==> config.mk <==
export PLATFORM = sky130hd
export DESIGN_NAME = led_sweep_seq
export DESIGN_NICKNAME = d
export VERILOG_FILES = /design/src/rtl/led_seq_pkg.sv /design/src/rtl/wb_xact.sv /design/src/rtl/led_sweep_seq.sv
export SDC_FILE = /design/constraint.sdc
export NUM_CORES = 1
export LEC_CHECK = 0
export ABC_AREA = 0
export CAP_MARGIN = 20
export CORE_ASPECT_RATIO = 2
export CORE_MARGIN = 10
export CORE_UTILIZATION = 56
export DETAILED_ROUTE_END_ITERATION = 12
export PLACE_DENSITY_LB_ADDON = 0.2
export SYNTH_ARGS = -nofsm -noshare
export SYNTH_HDL_FRONTEND = slang
export SYNTH_SLANG_ARGS = --single-unit
==> constraint.sdc <==
create_clock -name i_clk -period 4.56 [get_ports i_clk]
set_clock_uncertainty 0.1 [all_clocks]
set_input_delay 0.912 -clock i_clk [delete_from_list [all_inputs] [get_ports i_clk]]
set_output_delay 0.912 -clock i_clk [all_outputs]
set_load 0.02 [all_outputs]
==> src/rtl/led_seq_pkg.sv <==
// Shared types and constants for the LED sweep sequencer.
package led_seq_pkg;

    typedef enum logic [2:0] {
        IDLE,
        WR,
        WR_ACK,
        RD,
        RD_ACK,
        GAP,
        DONE
    } state_t;

    localparam logic [15:0] LED_ADDR       = 16'h0000;
    localparam logic [15:0] LED_START_DATA = 16'h0001;
    localparam int          LED_IDX_MSB    = 3;

    // Sweep counter increment that sticks at all-ones instead of wrapping.
    function automatic logic [7:0] sat_inc8(input logic [7:0] v);
        return (v == 8'hFF) ? v : v + 8'd1;
    endfunction

endpackage

==> src/rtl/wb_xact.sv <==
// Single Wishbone transaction engine: one request in flight, stall-aware
// strobe, cyc held until ack, and a strobe-to-ack timeout.
module wb_xact #(
    parameter int TIMEOUT = 64
) (
    input  logic        i_clk,
    input  logic        i_reset_n,
    input  logic        req,
    input  logic        we,
    input  logic [15:0] wdata,
    input  logic        abort,
    input  logic        wb_stall,
    input  logic        wb_ack,
    input  logic [15:0] wb_rdata,
    output logic        wb_cyc,
    output logic        wb_stb,
    output logic        wb_we,
    output logic [15:0] wb_wdata,
    output logic [15:0] rdata,
    output logic        done,
    output logic        timeout
);
    localparam int TW = $clog2(TIMEOUT + 1);

    logic [TW-1:0] tcnt;

    // An ack only means something while our cycle is open.
    assign done    = wb_cyc && wb_ack;
    assign timeout = wb_cyc && !wb_ack && (tcnt == TW'(TIMEOUT - 1));
    assign rdata   = wb_rdata;

    // Bus handshake; the async reset drops cyc/stb without waiting for a clock.
    always_ff @(posedge i_clk or negedge i_reset_n) begin
        if (!i_reset_n) begin
            wb_cyc   <= 1'b0;
            wb_stb   <= 1'b0;
            wb_we    <= 1'b0;
            wb_wdata <= '0;
            tcnt     <= '0;
        end else if (abort || done || timeout) begin
            wb_cyc   <= 1'b0;
            wb_stb   <= 1'b0;
            wb_we    <= 1'b0;
            wb_wdata <= '0;
            tcnt     <= '0;
        end else if (req && !wb_cyc) begin
            wb_cyc   <= 1'b1;
            wb_stb   <= 1'b1;
            wb_we    <= we;
            wb_wdata <= we ? wdata : 16'h0000;
            tcnt     <= '0;
        end else if (wb_cyc) begin
            if (wb_stb && !wb_stall)
                wb_stb <= 1'b0;
            tcnt <= tcnt + 1'b1;
        end
    end

endmodule

==> src/rtl/led_sweep_seq.sv <==
// Wishbone master that runs N LED sweeps: start write, poll the index until
// it returns to 0, wait a programmable gap, repeat.
module led_sweep_seq #(
    parameter int GAP_W   = 16,
    parameter int TIMEOUT = 64
) (
    input  logic             i_clk,
    input  logic             i_reset_n,
    input  logic             i_start,
    input  logic [7:0]       i_count,
    input  logic [GAP_W-1:0] i_gap,
    input  logic             i_abort,
    output logic             o_busy,
    output logic             o_done,
    output logic             o_err,
    output logic [7:0]       o_sweeps,
    output logic             o_wb_cyc,
    output logic             o_wb_stb,
    output logic             o_wb_we,
    output logic [15:0]      o_wb_addr,
    output logic [15:0]      o_wb_data,
    input  logic             i_wb_stall,
    input  logic             i_wb_ack,
    input  logic [15:0]      i_wb_data
);
    import led_seq_pkg::*;

    state_t                 state;
    logic [7:0]             cnt_q;
    logic [GAP_W-1:0]       gap_q;
    logic [GAP_W-1:0]       gcnt;
    logic                   launch;
    logic                   launch_we;
    logic                   x_done;
    logic                   x_timeout;
    logic [15:0]            x_rdata;
    logic [LED_IDX_MSB:0]   rd_idx;
    logic [7:0]             sweeps_inc;
    logic                   unused_rdata;

    assign o_wb_addr    = LED_ADDR;
    assign rd_idx       = x_rdata[LED_IDX_MSB:0];
    assign unused_rdata = ^x_rdata[15:LED_IDX_MSB+1];
    assign sweeps_inc   = sat_inc8(o_sweeps);

    // Requests are issued in the cycle before the strobe must appear: on the
    // accepted start, on the last gap cycle, or once the previous cyc has dropped.
    assign launch = !i_abort && (
                      (state == IDLE && i_start && i_count != 8'd0) ||
                      (state == GAP  && gcnt == GAP_W'(1)) ||
                      ((state == WR || state == RD) && !o_wb_cyc));
    assign launch_we = (state != RD);

    wb_xact #(.TIMEOUT(TIMEOUT)) u_xact (
        .i_clk     (i_clk),
        .i_reset_n (i_reset_n),
        .req       (launch),
        .we        (launch_we),
        .wdata     (LED_START_DATA),
        .abort     (i_abort),
        .wb_stall  (i_wb_stall),
        .wb_ack    (i_wb_ack),
        .wb_rdata  (i_wb_data),
        .wb_cyc    (o_wb_cyc),
        .wb_stb    (o_wb_stb),
        .wb_we     (o_wb_we),
        .wb_wdata  (o_wb_data),
        .rdata     (x_rdata),
        .done      (x_done),
        .timeout   (x_timeout)
    );

    // Sequencer FSM with sweep and gap counters; abort beats ack and timeout.
    always_ff @(posedge i_clk or negedge i_reset_n) begin
        if (!i_reset_n) begin
            state    <= IDLE;
            o_busy   <= 1'b0;
            o_done   <= 1'b0;
            o_err    <= 1'b0;
            o_sweeps <= 8'd0;
            cnt_q    <= 8'd0;
            gap_q    <= '0;
            gcnt     <= '0;
        end else begin
            o_done <= 1'b0;
            if (state != IDLE && i_abort) begin
                state  <= IDLE;
                o_busy <= 1'b0;
            end else begin
                case (state)
                    IDLE: if (i_start && !i_abort) begin
                        o_err    <= 1'b0;
                        o_sweeps <= 8'd0;
                        cnt_q    <= i_count;
                        gap_q    <= i_gap;
                        o_busy   <= 1'b1;
                        if (i_count == 8'd0) begin
                            state  <= DONE;
                            o_done <= 1'b1;
                        end else begin
                            state <= WR;
                        end
                    end
                    WR, WR_ACK: begin
                        if (x_timeout) begin
                            state  <= IDLE;
                            o_busy <= 1'b0;
                            o_err  <= 1'b1;
                        end else if (x_done) begin
                            state <= RD;
                        end else if (state == WR && o_wb_stb && !i_wb_stall) begin
                            state <= WR_ACK;
                        end
                    end
                    RD, RD_ACK: begin
                        if (x_timeout) begin
                            state  <= IDLE;
                            o_busy <= 1'b0;
                            o_err  <= 1'b1;
                        end else if (x_done) begin
                            if (rd_idx != '0) begin
                                state <= RD;
                            end else begin
                                o_sweeps <= sweeps_inc;
                                if (sweeps_inc == cnt_q) begin
                                    state  <= DONE;
                                    o_done <= 1'b1;
                                end else if (gap_q != '0) begin
                                    state <= GAP;
                                    gcnt  <= gap_q;
                                end else begin
                                    state <= WR;
                                end
                            end
                        end else if (state == RD && o_wb_stb && !i_wb_stall) begin
                            state <= RD_ACK;
                        end
                    end
                    GAP: begin
                        if (gcnt == GAP_W'(1))
                            state <= WR;
                        else
                            gcnt <= gcnt - 1'b1;
                    end
                    DONE: begin
                        state  <= IDLE;
                        o_busy <= 1'b0;
                    end
                    default: begin
                        state  <= IDLE;
                        o_busy <= 1'b0;
                    end
                endcase
            end
        end
    end

endmodule

==> flow_metrics.env, run 1 <==
export IMPL_cap_violations=0
export IMPL_dr_pass1_iters=5
export IMPL_synth_top_family_by_area="simple AND/OR/NAND/NOR gates"
export IMPL_gr_usage_met3=0.05253
export IMPL_crit_chain="ha_1 > nand4_1 > or3_1 > a21o_1 > nand3_1 > nor4_1 > o31ai_2 > buf_4 > mux2i_1"
export IMPL_min_path_cells=2
export IMPL_cp_startpoint="o_sweeps[0]"
export IMPL_yosys_most_used_dff="dfrtp_1"
export IMPL_cp_required_ns=4.72
export IMPL_min_path_type="reg2reg"
export IMPL_irDropWorstVdd_mv=0.2890
export IMPL_rsz0062_at_grt="no"
export IMPL_grt_pass1_wl_um=18980
export IMPL_n_fill_cell=657
export IMPL_syn_to_final_growth_pct=16.41
export IMPL_wire_per_inst_um=18.13
export IMPL_setup_tns_ns=0
export IMPL_min_period_over_period=0.7178
export IMPL_crit_path_start_kind="flop"
export IMPL_wirelength_um=11660
export IMPL_drtIter0Drc=377
export IMPL_numCtsBuffers=9
export IMPL_fin_nets=594
export IMPL_antenna_cells=0
export IMPL_path_max_fanout=10
export IMPL_synth_xor_area_share=0.02410
export IMPL_tightestPinTransition_ns=1.002
export IMPL_multiInputGateArea_um2=2442
export IMPL_antenna_found_initial=0
export IMPL_clock_path_buffers=2
export IMPL_seq_area_um2=1602
export IMPL_clock_latency_ns=0.34
export IMPL_worstReg2RegStart="o_sweeps[0]"
export IMPL_arrival_ns=3.43
export IMPL_crit_end="gcnt[1]"
export IMPL_crit_family="simple AND/OR/NAND/NOR gates"
export IMPL_r2r_slack_ns=1.29
export IMPL_grtUsageMet1=0.2029
export IMPL_core_um2=7601
export IMPL_htree_levels=3
export IMPL_drc=0
export IMPL_hold_buffers=0
export IMPL_ctsResizeCount=0
export IMPL_netlist_instances=508
export IMPL_ys_seq_elements=64
export IMPL_cts_root_buf="clkbuf_16"
export IMPL_crit_path_end_kind="flop"
export IMPL_drive_gt1_frac=0.1111
export IMPL_gp_congestion=0.9727
export IMPL_finalHoldViolCount=0
export IMPL_cts_setup_buffers=0
export IMPL_synthArstFlopShare=1.000
export IMPL_dpl_hpwl_um=8480
export IMPL_crit_buf_inv=1
export IMPL_fin_util=0.6678
export IMPL_viasPerCell=6.227
export IMPL_period_minus_slack_ns=3.273
export IMPL_first_global_vias=4021
export IMPL_die_h_um=144.8
export IMPL_num_io_pins=92
export IMPL_vias=4004
export IMPL_drv_slew=0
export IMPL_die_x_um=82.40
export IMPL_cts_tree="yes"
export IMPL_synth_cell_type_count=64
export IMPL_use_met2=0.3573
export IMPL_p_leak_uw=0.002099
export IMPL_yosysWarningCount=0
export IMPL_busiest_layer="met2"
export IMPL_synth_avg_cell_area_um2=8.584
export IMPL_status="complete, no violations"
export IMPL_yosys_area_share_simple=0.2313
export IMPL_clkTransAtPathRegs_ns=0.05
export IMPL_powerDensity_nw_per_um2=563.0
export IMPL_grt_max_degree=48
export IMPL_worstSetupPathType="reg2reg"
export IMPL_synthMuxAreaShare=0.07116
export IMPL_grt_use_total=0.2023
export IMPL_synth_compound_area_share=0.1931
export IMPL_rows=45
export IMPL_slew_headroom=0.3322
export IMPL_crit_cells=9
export IMPL_cp_slowest_cell="o31ai_2"
export IMPL_port_buffers=48
export IMPL_slowest_delay_ns=0.58
export IMPL_cts_sinks=64
export IMPL_synth_area_um2=4360
export IMPL_yosysSeqAreaShare=0.3673
export IMPL_gr_total_overflow=0
export IMPL_yosys_area_share_adder=0.01377
export IMPL_timing_fmax_mhz=305.5
export IMPL_r2r_end="gcnt[1]"
export IMPL_synth_edf_count=0
export IMPL_start_util=0.5737
export IMPL_reg2regPathDepth=9
export IMPL_ant_nets=0
export IMPL_die_area_um2=11930
export IMPL_setup_violations_final=0
## through the flow
| stage | setup WS (ns) | hold WS (ns) | total power, µW | instances | area [µm²] |
|---|---|---|---|---|---|
| final | 1.287 | 0.3839 | 2858 | 643 | 5076 |
| after global routing | 1.004 | 0.4365 | 3038 | 643 | 5076 |
| after CTS | 1.305 | 0.3866 | 2853 | 642 | 5069 |
| after detailed placement | 0.9834 | 0.3748 | 2079 | 626 | 4735 |
| after global placement | 1.017 | 0.3603 | 2027 | 626 | 4735 |
| after floorplan | 1.648 | 0.3824 | 1773 | 538 | 4473 |
## layer usage
metal / vias to the layer above / wire length [µm]
met5: - / 0
met4: 0 / 448
met3: 35 / 705
met2: 142 / 6334
met1: 1950 / 4169
li1: 1877 / -
## final cells by class
type,count,area share
Clock buffer,14,0.05398
Tap cell,94,0.02317
Clock inverter,2,0.01183
Multi-Input combinational cell,403,0.4811
Inverter,8,0.005916
Timing Repair Buffer,58,0.1085
Sequential cell,64,0.3155
## kinds of logic (layout without fill, tap and decap cells)
kind of cell,count (synthesis),count (layout)
xor gates and xnor gates,12,12
and+or+nand+nor,196,196
buffers and inverters,71,82
DFF,64,64
adders and majority gates,5,5
other,1,31
muxes,28,28
AOI/OAI and AO/OA,131,131
## Yosys cell counts, types with 9 or more instances
master	n	area, µm²
clkbuf_1	17	63.81
nor3_1	33	165.2
o21ai_0	22	110.1
nand4_1	9	56.30
dfrtp_1	64	1602
nor2_1	40	150.1
a21oi_1	45	225.2
mux2_2	24	270.3
a21o_1	9	67.56
buf_4	33	247.7
nand3_1	18	90.09
nand2_1	39	146.4
nor4_1	9	56.30
## how the worst min path moves through the flow
stage / start / end / slack [ns]
after CTS: o_busy / o_busy / 0.39
after floorplan: u_xact.tcnt[6] / u_xact.tcnt[6] / 0.38
final: o_busy / o_busy / 0.38
after detailed placement: o_busy / o_busy / 0.37
after global placement: o_busy / o_busy / 0.36
after global routing: i_reset_n / u_xact.wb_cyc / 0.44
## worst register-to-register path: cells and delay by family, from the launching register on
family	cells	cell delay, ns
buffers and inverters	1	0.30
adders and majority gates	1	0.42
DFF	1	0.49
muxes	1	0.21
AOI/OAI and AO/OA	2	0.77
and+or+nand+nor	4	0.90
## flip-flops by register name, indices dropped and copies added (netlist names), 3 cells and up
name	cells
gap_q	16
gcnt	16
cnt_q	8
o_sweeps	8
u_xact.tcnt	7
state	3
## power breakdown
group | total (µW) | internal [µW] | switching, µW | leakage, µW
sequential | 1040 | 780 | 259 | 0.000799
clock | 769 | 523 | 246 | 0.000163
combinational | 1050 | 475 | 575 | 0.00114
total | 2860 | 1780 | 1080 | 0.00210
## cells in the final DEF (no fill, tap or decap), types with 3 or more instances in the layout
master / n
dfrtp_1: 64
clkdlybuf4s50_1: 47
a21oi_1: 45
nor2_1: 40
nand2_1: 39
nor3_1: 33
conb_1: 31
mux2_2: 24
o21ai_0: 22
nand3_1: 18
buf_4: 10
nand4_1: 9
nor4_1: 9
a21o_1: 9
clkbuf_16: 9
inv_1: 8
and3_1: 8
a211oi_1: 8
xnor2_1: 7
nand2b_1: 7
a31oi_1: 6
o31ai_1: 6
o22ai_1: 6
xor2_1: 5
or3_1: 5
nor2b_1: 5
or4_1: 4
mux2i_1: 4
or2_2: 4
a32o_1: 4
ha_1: 4
o211ai_1: 3
clkbuf_8: 3
Note: power is estimated with default switching activity, not from simulation.
==> inputs of run 2 (changes only) <==
Settings changed: CORE_UTILIZATION 56 to 47.
Clock period 4.56 ns to 2.9 ns, I/O delays scaled along.
==> flow_metrics.env, run 2 (same netlist as run 1, synthesis figures left out) <==
export IMPL_gp_congestion=0.9108
export IMPL_rows=49
export IMPL_cp_slowest_cell="or4_4"
export IMPL_worstReg2RegStart="o_sweeps[0]"
export IMPL_min_period_over_period=0.9688
export IMPL_port_buffers=48
export IMPL_die_area_um2=13760
export IMPL_fin_nets=616
export IMPL_powerDensity_nw_per_um2=853.1
export IMPL_dr_pass1_iters=6
export IMPL_crit_path_end_kind="flop"
export IMPL_p_seq_frac=0.359
export IMPL_grt_use_total=0.1797
export IMPL_cp_startpoint="o_sweeps[0]"
export IMPL_wirelength_um=12260
export IMPL_internal_power_uw=2782
export IMPL_gr_total_overflow=0
export IMPL_cts_setup_buffers=0
export IMPL_irDropWorstVdd_mv=0.5266
export IMPL_antenna_found_initial=0
export IMPL_setup_tns_ns=0
export IMPL_wire_per_inst_um=18.22
export IMPL_viasPerCell=6.074
export IMPL_core_um2=9012
export IMPL_status="complete, no violations"
export IMPL_arrival_ns=2.97
export IMPL_reg_largest_list="gap_q x16, gcnt x16"
export IMPL_period_minus_slack_ns=2.810
export IMPL_pre_cts_ws_ns=-0.002228
export IMPL_cp_required_ns=3.06
export IMPL_timing_fmax_mhz=355.9
export IMPL_antenna_cells=0
export IMPL_min_path_type="in2async"
export IMPL_drive_gt1_frac=0.1611
export IMPL_drtIter0Drc=414
export IMPL_pwr_share_clk=0.258
export IMPL_tightestPinTransition_ns=0.6260
export IMPL_crit_chain="ha_2 > and3_4 > or3_1 > a221oi_4 > nand2_1 > or4_4 > or3_1 > a21oi_1"
export IMPL_finalHoldViolCount=0
export IMPL_grt_pass1_wl_um=19700
export IMPL_fin_ws_ns=0.09037
export IMPL_grt_max_degree=65
export IMPL_clock_latency_ns=0.34
export IMPL_p_leak_uw=0.002211
export IMPL_start_util=0.4838
export IMPL_power_switching_uw=1735
export IMPL_cts_tree="yes"
export IMPL_cts_root_buf="clkbuf_16"
export IMPL_num_io_pins=92
export IMPL_crit_top_cell="or3_1"
export IMPL_drv_slew=0
export IMPL_slew_headroom=0.5795
export IMPL_path_max_fanout=5
export IMPL_crit_path_start_kind="flop"
export IMPL_syn_to_final_growth_pct=21.43
export IMPL_dpl_hpwl_um=9054
export IMPL_vias=4088
export IMPL_rsz0062_at_grt="no"
export IMPL_fin_util=0.5875
export IMPL_cap_violations=0
export IMPL_p_comb_frac=0.383
export IMPL_cts_sinks=64
export IMPL_slowest_delay_ns=0.53
export IMPL_die_h_um=156.2
export IMPL_worstSetupPathType="reg2reg"
export IMPL_ant_nets=0
export IMPL_first_global_vias=4032
export IMPL_drc=0
export IMPL_clock_path_buffers=2
export IMPL_numCtsBuffers=9
export IMPL_setup_violations_final=0
export IMPL_clkTransAtPathRegs_ns=0.06
export IMPL_die_x_um=88.11
export IMPL_mostFrequentLayoutCells="dfrtp_1 (63), clkdlybuf4s50_1 (47), a21oi_1 (45)"
export IMPL_final_common_cell="dfrtp_1"
export IMPL_p_total_uw=4517
export IMPL_htree_levels=3
export IMPL_p_sw_frac=0.3842
==> run 2: changes by cell type in the layout (fill, tap and decap cells not counted), moves of 2 or more <==
cell / before / now
a211oi_1: 8 / 4
clkbuf_1: 2 / 0
a211oi_2: 0 / 4
buf_4: 10 / 30
clkbuf_8: 3 / 0
clkinv_2: 0 / 2
==> run 2: path summary, 6_finish.rpt <==
kind,slack (ns),cells after the start,to
min in group i_clk,0.39,2,o_busy
setup reg to reg,0.09,8,o_done
hold reg to reg,0.39,2,o_busy
setup / recovery,0.09,8,o_done
hold / removal,0.15,2,u_xact.wb_cyc
max in group asynchronous,2.25,2,o_sweeps[0]
==> run 2: per-layer routing <==
metal	global-route usage	wire (µm)	vias up
li1	-	-	1929
met5	0	0	-
met4	0.07513	414	0
met3	0.03848	754	35
met2	0.3388	6984	179
met1	0.1795	4111	1945
==> run 2: power groups by stage <==
stage                     Clock (µW)  Combinational (µW)  Sequential (µW)
after floorplan                    0                1280             1510
after global placement             0                1650             1610
after detailed placement           0                1680             1630
after CTS                       1190                1700             1610
after global routing            1230                1920             1670
final                           1170                1730             1620
==> run 2: worst max-delay path: cells and delay by family (launching register included) <==
family	cells	cell delay (ns)
AO/OA/AOI/OAI	2	0.55
adder cells (fa/ha/maj)	1	0.21
flip-flops	1	0.41
AND/OR/NAND/NOR	5	1.48
==> run 2: layout make-up <==
class	instances	area, µm²
sequential	64	1603
multi-input combinational	403	2482
inverter	8	30.03
tap	102	127.6
timing repair buffer	80	732.0
clock inverter	7	95.09
clock buffer	9	225.2
fill	842	3717
==> run 2: what timing repair did <==
action / 4_1_cts / 5_1_grt
hold buffers: 0 / 0
gates resized for setup: 0 / 9
setup endpoints to repair: 0 / 12
==> run 2: through the flow <==
step,std cells,area [µm²],hold slack (ns)
detailed placement,657,4931,0.3809
finish,673,5295,0.1464
floorplan,538,4474,0.1844
global route,673,5295,0.1737
CTS,673,5251,0.1665
global placement,657,4931,0.3665
==> inputs of run 3 (changes only) <==
Settings changed: ABC_CLOCK_PERIOD_IN_PS set to 2900, TNS_END_PERCENT set to 10.
==> results of run 3 <==
The final DEF is identical to that of run 2; final timing and power are the same.
